`src/rtl/timekeeper_pkg.sv`:
```
// rtl/timekeeper_pkg.sv - shared time-of-day types, field limits and display helpers
package timekeeper_pkg;

    typedef struct packed {
        logic [4:0] hour;
        logic [5:0] min;
        logic [5:0] sec;
    } time_t;

    localparam logic [5:0] SEC_MAX  = 6'd59;
    localparam logic [5:0] MIN_MAX  = 6'd59;
    localparam logic [4:0] HOUR_MAX = 5'd23;

    function automatic logic [4:0] to_12h(input logic [4:0] hour);
        if (hour == 5'd0) begin
            return 5'd12;
        end else if (hour > 5'd12) begin
            return hour - 5'd12;
        end else begin
            return hour;
        end
    endfunction

    function automatic logic time_valid(input logic [4:0] hour, input logic [5:0] min,
                                        input logic [5:0] sec);
        return (hour <= HOUR_MAX) && (min <= MIN_MAX) && (sec <= SEC_MAX);
    endfunction

endpackage

```
`src/rtl/timekeeper_tick_prescaler.sv`:
```
// rtl/timekeeper_tick_prescaler.sv - divides clk down to a one-cycle tick every CLK_HZ enabled cycles
module tick_prescaler #(
    parameter int CLK_HZ = 50_000_000
) (
    input  logic clk,
    input  logic reset,
    input  logic enable,
    input  logic clear,
    output logic tick
);

    localparam int CNT_W = (CLK_HZ > 2) ? $clog2(CLK_HZ) : 1;
    localparam logic [CNT_W-1:0] CNT_LAST = CNT_W'(CLK_HZ - 1);

    logic [CNT_W-1:0] count;

    assign tick = enable && (count == CNT_LAST);

    // clear wins over enable so a load restarts a full second even while frozen
    always_ff @(posedge clk) begin
        if (!reset) begin
            count <= '0;
        end else if (clear) begin
            count <= '0;
        end else if (enable) begin
            count <= (count == CNT_LAST) ? '0 : count + 1'b1;
        end
    end

endmodule

```
`src/rtl/timekeeper.sv`:
```
// rtl/timekeeper.sv - hh:mm:ss core with set/increment and 12/24h display; alarm via TIMEKEEPER_ALARM_EN
module timekeeper
    import timekeeper_pkg::*;
#(
    parameter int CLK_HZ = 50_000_000
) (
    input  logic       clk,
    input  logic       reset,
    input  logic       enable,
    input  logic       mode12,
    input  logic       set_valid,
    input  logic [4:0] set_hour,
    input  logic [5:0] set_min,
    input  logic [5:0] set_sec,
    input  logic       inc_min,
    input  logic       inc_hour,
`ifdef TIMEKEEPER_ALARM_EN
    input  logic       alarm_set_valid,
    input  logic [4:0] alarm_hour,
    input  logic [5:0] alarm_min,
    input  logic       alarm_arm,
    input  logic       alarm_ack,
    output logic       alarm,
`endif
    output logic       set_err,
    output logic [5:0] sec,
    output logic [5:0] min,
    output logic [4:0] hour,
    output logic       pm,
    output logic       sec_pulse,
    output logic       day_pulse
);

    time_t tm;
    time_t tm_next;
    logic  tick;
    logic  load_ok;
    logic  load_bad;
    logic  alarm_bad;
    logic  tick_taken;
    logic  wrap_day;

    tick_prescaler #(.CLK_HZ(CLK_HZ)) u_prescaler (
        .clk    (clk),
        .reset  (reset),
        .enable (enable),
        .clear  (load_ok),
        .tick   (tick)
    );

    // loads beat increments beat ticks; a tick losing arbitration is simply dropped
    always_comb begin
        tm_next    = tm;
        load_ok    = 1'b0;
        load_bad   = 1'b0;
        tick_taken = 1'b0;
        wrap_day   = 1'b0;
        if (set_valid) begin
            if (time_valid(set_hour, set_min, set_sec)) begin
                load_ok      = 1'b1;
                tm_next.hour = set_hour;
                tm_next.min  = set_min;
                tm_next.sec  = set_sec;
            end else begin
                load_bad = 1'b1;
            end
        end else if (inc_hour || inc_min) begin
            if (inc_hour) tm_next.hour = (tm.hour == HOUR_MAX) ? 5'd0 : tm.hour + 5'd1;
            if (inc_min)  tm_next.min  = (tm.min == MIN_MAX) ? 6'd0 : tm.min + 6'd1;
        end else if (tick) begin
            tick_taken = 1'b1;
            if (tm.sec != SEC_MAX) begin
                tm_next.sec = tm.sec + 6'd1;
            end else begin
                tm_next.sec = 6'd0;
                if (tm.min != MIN_MAX) begin
                    tm_next.min = tm.min + 6'd1;
                end else begin
                    tm_next.min = 6'd0;
                    if (tm.hour != HOUR_MAX) begin
                        tm_next.hour = tm.hour + 5'd1;
                    end else begin
                        tm_next.hour = 5'd0;
                        wrap_day     = 1'b1;
                    end
                end
            end
        end
    end

    always_ff @(posedge clk) begin
        if (!reset) begin
            tm        <= '0;
            hour      <= mode12 ? to_12h(5'd0) : 5'd0;
            pm        <= 1'b0;
            sec_pulse <= 1'b0;
            day_pulse <= 1'b0;
            set_err   <= 1'b0;
        end else begin
            tm        <= tm_next;
            hour      <= mode12 ? to_12h(tm_next.hour) : tm_next.hour;
            pm        <= (tm_next.hour >= 5'd12);
            sec_pulse <= tick_taken;
            day_pulse <= wrap_day;
            set_err   <= load_bad || alarm_bad;
        end
    end

    assign sec = tm.sec;
    assign min = tm.min;

`ifdef TIMEKEEPER_ALARM_EN
    logic [4:0] alarm_hour_q;
    logic [5:0] alarm_min_q;
    logic       alarm_match;

    assign alarm_bad   = alarm_set_valid && !time_valid(alarm_hour, alarm_min, 6'd0);
    assign alarm_match = tick_taken && (tm_next.sec == 6'd0) &&
                         (tm_next.hour == alarm_hour_q) && (tm_next.min == alarm_min_q);

    // a fresh match outranks ack so a same-cycle ack cannot swallow it
    always_ff @(posedge clk) begin
        if (!reset) begin
            alarm_hour_q <= 5'd0;
            alarm_min_q  <= 6'd0;
            alarm        <= 1'b0;
        end else begin
            if (alarm_set_valid && !alarm_bad) begin
                alarm_hour_q <= alarm_hour;
                alarm_min_q  <= alarm_min;
            end
            if (!alarm_arm) begin
                alarm <= 1'b0;
            end else if (alarm_match) begin
                alarm <= 1'b1;
            end else if (alarm_ack) begin
                alarm <= 1'b0;
            end
        end
    end
`else
    assign alarm_bad = 1'b0;
`endif

endmodule

```
`config.mk`:
```
export PLATFORM = sky130hd
export DESIGN_NAME = timekeeper
export DESIGN_NICKNAME = d
export VERILOG_FILES = /design/src/rtl/timekeeper_pkg.sv /design/src/rtl/timekeeper_tick_prescaler.sv /design/src/rtl/timekeeper.sv
export SDC_FILE = /design/constraint.sdc
export NUM_CORES = 1
export LEC_CHECK = 0
export CAP_MARGIN = 30
export CORE_ASPECT_RATIO = 1.75
export CORE_MARGIN = 1
export CORE_UTILIZATION = 54
export DETAILED_ROUTE_END_ITERATION = 6
export PLACE_DENSITY = 0.84
export SLEW_MARGIN = 20
export SYNTH_ARGS = -nofsm -noshare
export SYNTH_HDL_FRONTEND = slang
export SYNTH_SLANG_ARGS = --single-unit
```
`constraint.sdc`:
```
create_clock -name clk -period 3.6 [get_ports clk]
set_clock_uncertainty 0.2 [all_clocks]
set_input_delay 0.72 -clock clk [delete_from_list [all_inputs] [get_ports clk]]
set_output_delay 0.72 -clock clk [all_outputs]
set_load 0.05 [all_outputs]
```
# == Yosys cells after proc, flatten, opt, wreduce, memory -nomap -nowiden ==
# Cells that the tools add are included.
# word_totals
ff_bits,52
in_bits,24
out_inout_bits,21
word_cells,69
# op_classes
addsub,5
n_lt_le_gt_ge,5
n_eq_ne,10
muxes,25
n_bitwise,2
n_reduce_logical,13
# op_table
op,count
$mux 17,3
$mux 5,8
$mux 6,5
$add 26x1->26 const B,1
$eq 26x26->1 const B,1
$mux 26,1
$mux 11,2
$add 6x1->6 const B,2
$le 6x6->1 const B,2
$ne 6x6->1 const B,2
$eq 6x6->1 const B,1
$ne 3x3->1 const B,2
$reduce_or 6->1,1
$add 5x1->5 const B,1
$eq 5x5->1 const B,1
$ge 5x4->1 const B,1
$gt 5x4->1 const B,1
$le 5x5->1 const B,1
$logic_not 5->1,1
$mux 1,5
$ne 5x5->1 const B,1
$sub 5x4->5 const B,1
$mux 4,1
$reduce_and 4->1,1
11 further kinds,14

# == Longest topological paths before layout ==
# logic_depth
depth_word,12
ltp_mapped,14
depth_no_buf,12

# == By module ==
# A second synthesis with hierarchy kept.
# hier_totals
cells_unflattened,350
hier_area_um2,2926.6
# modules_own_cells
module,n_inst,cells_per_inst,area_each_um2,seq_area_each_um2
timekeeper,1,206,1664.1,520.5
tick_prescaler,1,144,1262.5,520.5

# == Worst setup path before layout ==
# No wires, ideal clock.
# synth_path
kind,input -> register
start,input enable
end,register hour[3]
setup_time_ns,0.135
t_arrival_ns,2.816
required_ns,3.265
slack_ns,0.449
cell_stages,11
path_buffers,2
cell_sequence,buf_4 -> nand4_2 -> nor4_1 -> and4b_1 -> nand4_1 -> and3_1 -> buf_2 -> ha_1 -> nand3b_1 -> a2111oi_0 -> a311oi_1
# synth_rtl
item,line,rtl
"start, declared",timekeeper.sv:9,"input logic enable,"
"end signal, assigned",timekeeper.sv:94,hour <= mode12 ? to_12h(5'd0) : 5'd0;
"end signal, assigned",timekeeper.sv:101,hour <= mode12 ? to_12h(tm_next.hour) : tm_next.hour;
"end, declared",timekeeper.sv:28,"output logic [4:0] hour,"

# == Worst setup path in the final report ==
# layout_path
start,input enable
end,register hour[3]
# layout_between
elab_chain_cells,9
word_cells_on_any_way,11
classes_between,1 x add/sub; 1 x order compare; 7 x mux; 2 x reduce/logical
# layout_lines
item,line,rtl
$logic_and 1x1->1 (*),timekeeper_tick_prescaler.sv:17,assign tick = enable && (count == CNT_LAST);
$mux 17 (*),timekeeper.sv:70,end else if (tick) begin
$mux 11 (*),timekeeper.sv:67,end else if (inc_hour || inc_min) begin
$mux 17 (*),timekeeper.sv:58,if (set_valid) begin
$sub 5x4->5 / $gt 5x4->1 (equally long branches),"timekeeper_pkg.sv:18, timekeeper_pkg.sv:17",
$mux 5,timekeeper_pkg.sv:17,end else if (hour > 5'd12) begin
$mux 5,timekeeper_pkg.sv:15,if (hour == 5'd0) begin
$mux 5 (*),timekeeper.sv:101,
$mux 5 (*),timekeeper.sv:92,if (!reset) begin
# Every way passes the cells marked *; elsewhere a longest branch is shown, timed or not. The select of a mux whose other input is x is not followed.
# A chain may end at the register's enable or synchronous reset.

==> impl_metrics.toml <==
[yosys]
synth_top_cell_by_area = "sky130_fd_sc_hd__dfxtp_1"
syn_area_per_cell_sq_um = 8.040
combinational_family_with_the_most_area_after_synthesis = "simple AND/OR/NAND/NOR gates"
ffs_w_async_s_r_synth_pct = 0
synth_enable_flop_cells = 0
synth_unique_cells = 58
synth_fp_nets = 401
synth-seq-area-share_pct = 34.90
post_synthesis_share_of_cell_area_spent_on_and_or_nand_and_nor_gates_pct = 31.63
synth.yosys.warnings = 0
synthMostInstantiatedCell = "sky130_fd_sc_hd__dfxtp_1"
ys.flop_type = "sky130_fd_sc_hd__dfxtp_1"
synthMuxAreaShare_pct = 1.342
post_synthesis_xor_xnor_area_fraction_pct = 7.047
yosysTopAreaCellShare_pct = 34.90
synth_area_in_compound_gates_pct = 15.86
postSynthCellCount = 371
netlist_area_sq_um = 2983
synth_top_cells_by_count = "sky130_fd_sc_hd__dfxtp_1 (52), sky130_fd_sc_hd__nor2_1 (50), sky130_fd_sc_hd__nand2_1 (23)"
synth_adder_area_share_pct = 2.517
yosys-top-cells-area = "sky130_fd_sc_hd__dfxtp_1 (35%), sky130_fd_sc_hd__nor2_1 (6.3%), sky130_fd_sc_hd__xor2_1 (5.0%), sky130_fd_sc_hd__a21oi_1 (3.7%), sky130_fd_sc_hd__buf_4 (3.3%)"
synth-seq-cells = 52

[clocking]
ctsResizeCount = 0
insertion_delay_ps = 310
clk_pin_slew_ps = 100
clock-root-buffer = "sky130_fd_sc_hd__clkbuf_8"
clock_tree_from_tritoncts = "yes"
clockBufferDepth = 2
cts_buffers = 5
post-cts-setup-buffers = 0
cts_sinks = 52
hold_buffers = 0
cts.htree.levels = 2

[critical_path]
crit_path_max_fanout = 3
worst-endpoint-required_ps = 3590
path_class = "input port to flip-flop"
timing.critical_path.from_type = "input port"
worstPathArrival_ps = 3260
worst_reg_to_reg_path_cell_count = 9
critPathCaptureType = "flip-flop"

[floorplanning]
chipHeight_um = 100.3
design.core.area_sq_um = 5299
die_area_sq_um = 5837
die_w_um = 58.18
initial_core_util_pct = 56.29
core.rowCount = 35
pin_count = 45

[timing]
final.period_utilization_pct = 90.80
rsz0062_at_grt = "no"
finalWorstPathRequiredPeriod_ps = 3269
fmax_ghz = 0.3059
final-setup-viol-count = 0
worst_hold_slack_ps = 308.8
worst_slew_margin_rel_pct = 63.52
final-hold-violation-count = 0
worstMarginPinSlew_ps = 546.6
final_worst_slack_ps = 331.1
timing_max_transition_violations_final = 0

[route]
met2_wirelength_mm = 4.051
route.antenna.remaining_nets = 0
avgRoutedWirePerCell_um = 14.95
m1WireLength_mm = 2.852
drt_pass1_iterations = 4
met3_length_um = 195
topRoutingLayerUsed = "met4"
drc = 0
finalWirelength_mm = 7.326
detailroute.via_count = 2881
drt_iter0_drc = 139
post_drt_via_cell_ratio = 5.880

[place]
placedInstanceArea_sq_um = 3511
gp_congestion = 0.9247
number_of_port_buffers = 44
half_perimeter_wire_length_of_the_detailed_placement_result_mm = 5.527
dpl_worst_slack_ps = -8.408
dpl.cell_count = 482

[grt]
grt_pass1_wl_mm = 12.30
grt.overflow.total = 0
via_count_of_the_first_global_routing_pass = 2870
grt_antenna_before_repair = 0
maximum_number_of_pins_on_one_net_before_global_route_repair = 26
globalRouteTotalUtil_pct = 26.73

[power_and_ir_drop]
cellPowerDensity_nw_per_um2 = 349.3
power_leakage_uw = 0.001369
ir_worst_vdd_mv = 0.2960

[hold_path]
hold-path-cell-count = 2
worst_hold_path_type = "flip-flop to flip-flop"

[cells_and_area]
postLayoutCellArea_sq_um = 3607
layout-area-overhead-vs-synth_pct = 20.93
post_route_cells_drive_above_1_share_pct = 9.615
antennaDiodeCount = 0
final_cells = 490
layout.nets = 445

[flow_run]
drv_cap = 0

[status]
outcome = "finished, final reports clean"
==> cells by family (layout without fill, tap and decap cells) <==
family / Yosys count / after routing
xor+xnor: 24 / 24
flops: 52 / 52
fa+ha+maj: 6 / 6
compound gates: 75 / 75
simple gates: 170 / 170
buf+inv: 40 / 85
mux: 4 / 4
==> layer usage <==
metal	GRT usage [%]	up-vias
li1	-	1418
met1	27.28	1379
met2	50.93	64
met3	3.995	20
met4	12.82	0
met5	0	-
==> sequential cells by signal, indices dropped and copies added (netlist names) <==
name               cells
pm                     1
u_prescaler.count     26
set_err                1
hour                   5
sec_pulse              1
sec                    6
tm                     5
min                    6
day_pulse              1
==> layout make-up <==
type                            count  area, sq um
Multi-Input combinational cell    279         1742
Fill cell                         455         1692
Sequential cell                    52         1041
Timing Repair Buffer               63        583.1
Tap cell                           74        92.59
Clock buffer                        6        82.58
Inverter                           14        52.55
Clock inverter                      2        13.76
==> per-stage QoR <==
| stage | utilization (%) | setup TNS [ps] | power (uW) |
|---|---|---|---|
| final | 68.08 | 0 | 1260 |
| after global routing | 68.08 | 0 | 1314 |
| after CTS | 68.08 | 0 | 1263 |
| after detailed placement | 66.26 | -8.408 | 919.8 |
| after global placement | 66.26 | 0 | 915.5 |
| after floorplan | - | 0 | 821.7 |
==> worst paths after layout <==
path,slack [ps],endpoint,from
worst max register to register,540,hour[3]$_DFF_P_,min[0]$_SDFFE_PN0P_
worst min register to register,310,u_prescaler.count[4]$_SDFFE_PP0P_,u_prescaler.count[4]$_SDFFE_PP0P_
worst max-delay path,330,hour[3]$_DFF_P_,enable
worst min-delay path,310,u_prescaler.count[4]$_SDFFE_PP0P_,u_prescaler.count[4]$_SDFFE_PP0P_
==> cell usage in the layout (no fill, tap or decap), types with 7 or more instances in the layout <==
cell,count
sky130_fd_sc_hd__xnor2_1,7
sky130_fd_sc_hd__dfxtp_1,52
sky130_fd_sc_hd__inv_1,13
sky130_fd_sc_hd__nand3_1,17
sky130_fd_sc_hd__a21oi_1,22
sky130_fd_sc_hd__xor2_1,17
sky130_fd_sc_hd__and3_1,10
sky130_fd_sc_hd__buf_4,19
sky130_fd_sc_hd__clkdlybuf4s50_1,44
sky130_fd_sc_hd__nor2_1,50
sky130_fd_sc_hd__nand2_1,23
sky130_fd_sc_hd__nor3_1,8
sky130_fd_sc_hd__nand4_1,15
sky130_fd_sc_hd__o21ai_0,18
==> worst max-delay path, cell delays in order <==
cell and delay [ps]:
sky130_fd_sc_hd__clkdlybuf4s50_1 510, sky130_fd_sc_hd__nand4_2 110, sky130_fd_sc_hd__nor4_1 290, sky130_fd_sc_hd__buf_4 170
sky130_fd_sc_hd__and4b_1 210, sky130_fd_sc_hd__nand4_1 90, sky130_fd_sc_hd__and3_1 250, sky130_fd_sc_hd__ha_1 300
sky130_fd_sc_hd__nand3b_1 160, sky130_fd_sc_hd__a2111oi_0 380, sky130_fd_sc_hd__a311oi_1 80
==> power breakdown <==
part / internal [uW] / total [uW] / switching [uW]
Combinational: 116 / 286 / 170
Sequential: 600 / 623 / 23.4
Clock: 157 / 351 / 194
No activity file was read; power rests on OpenSTA's default activity.
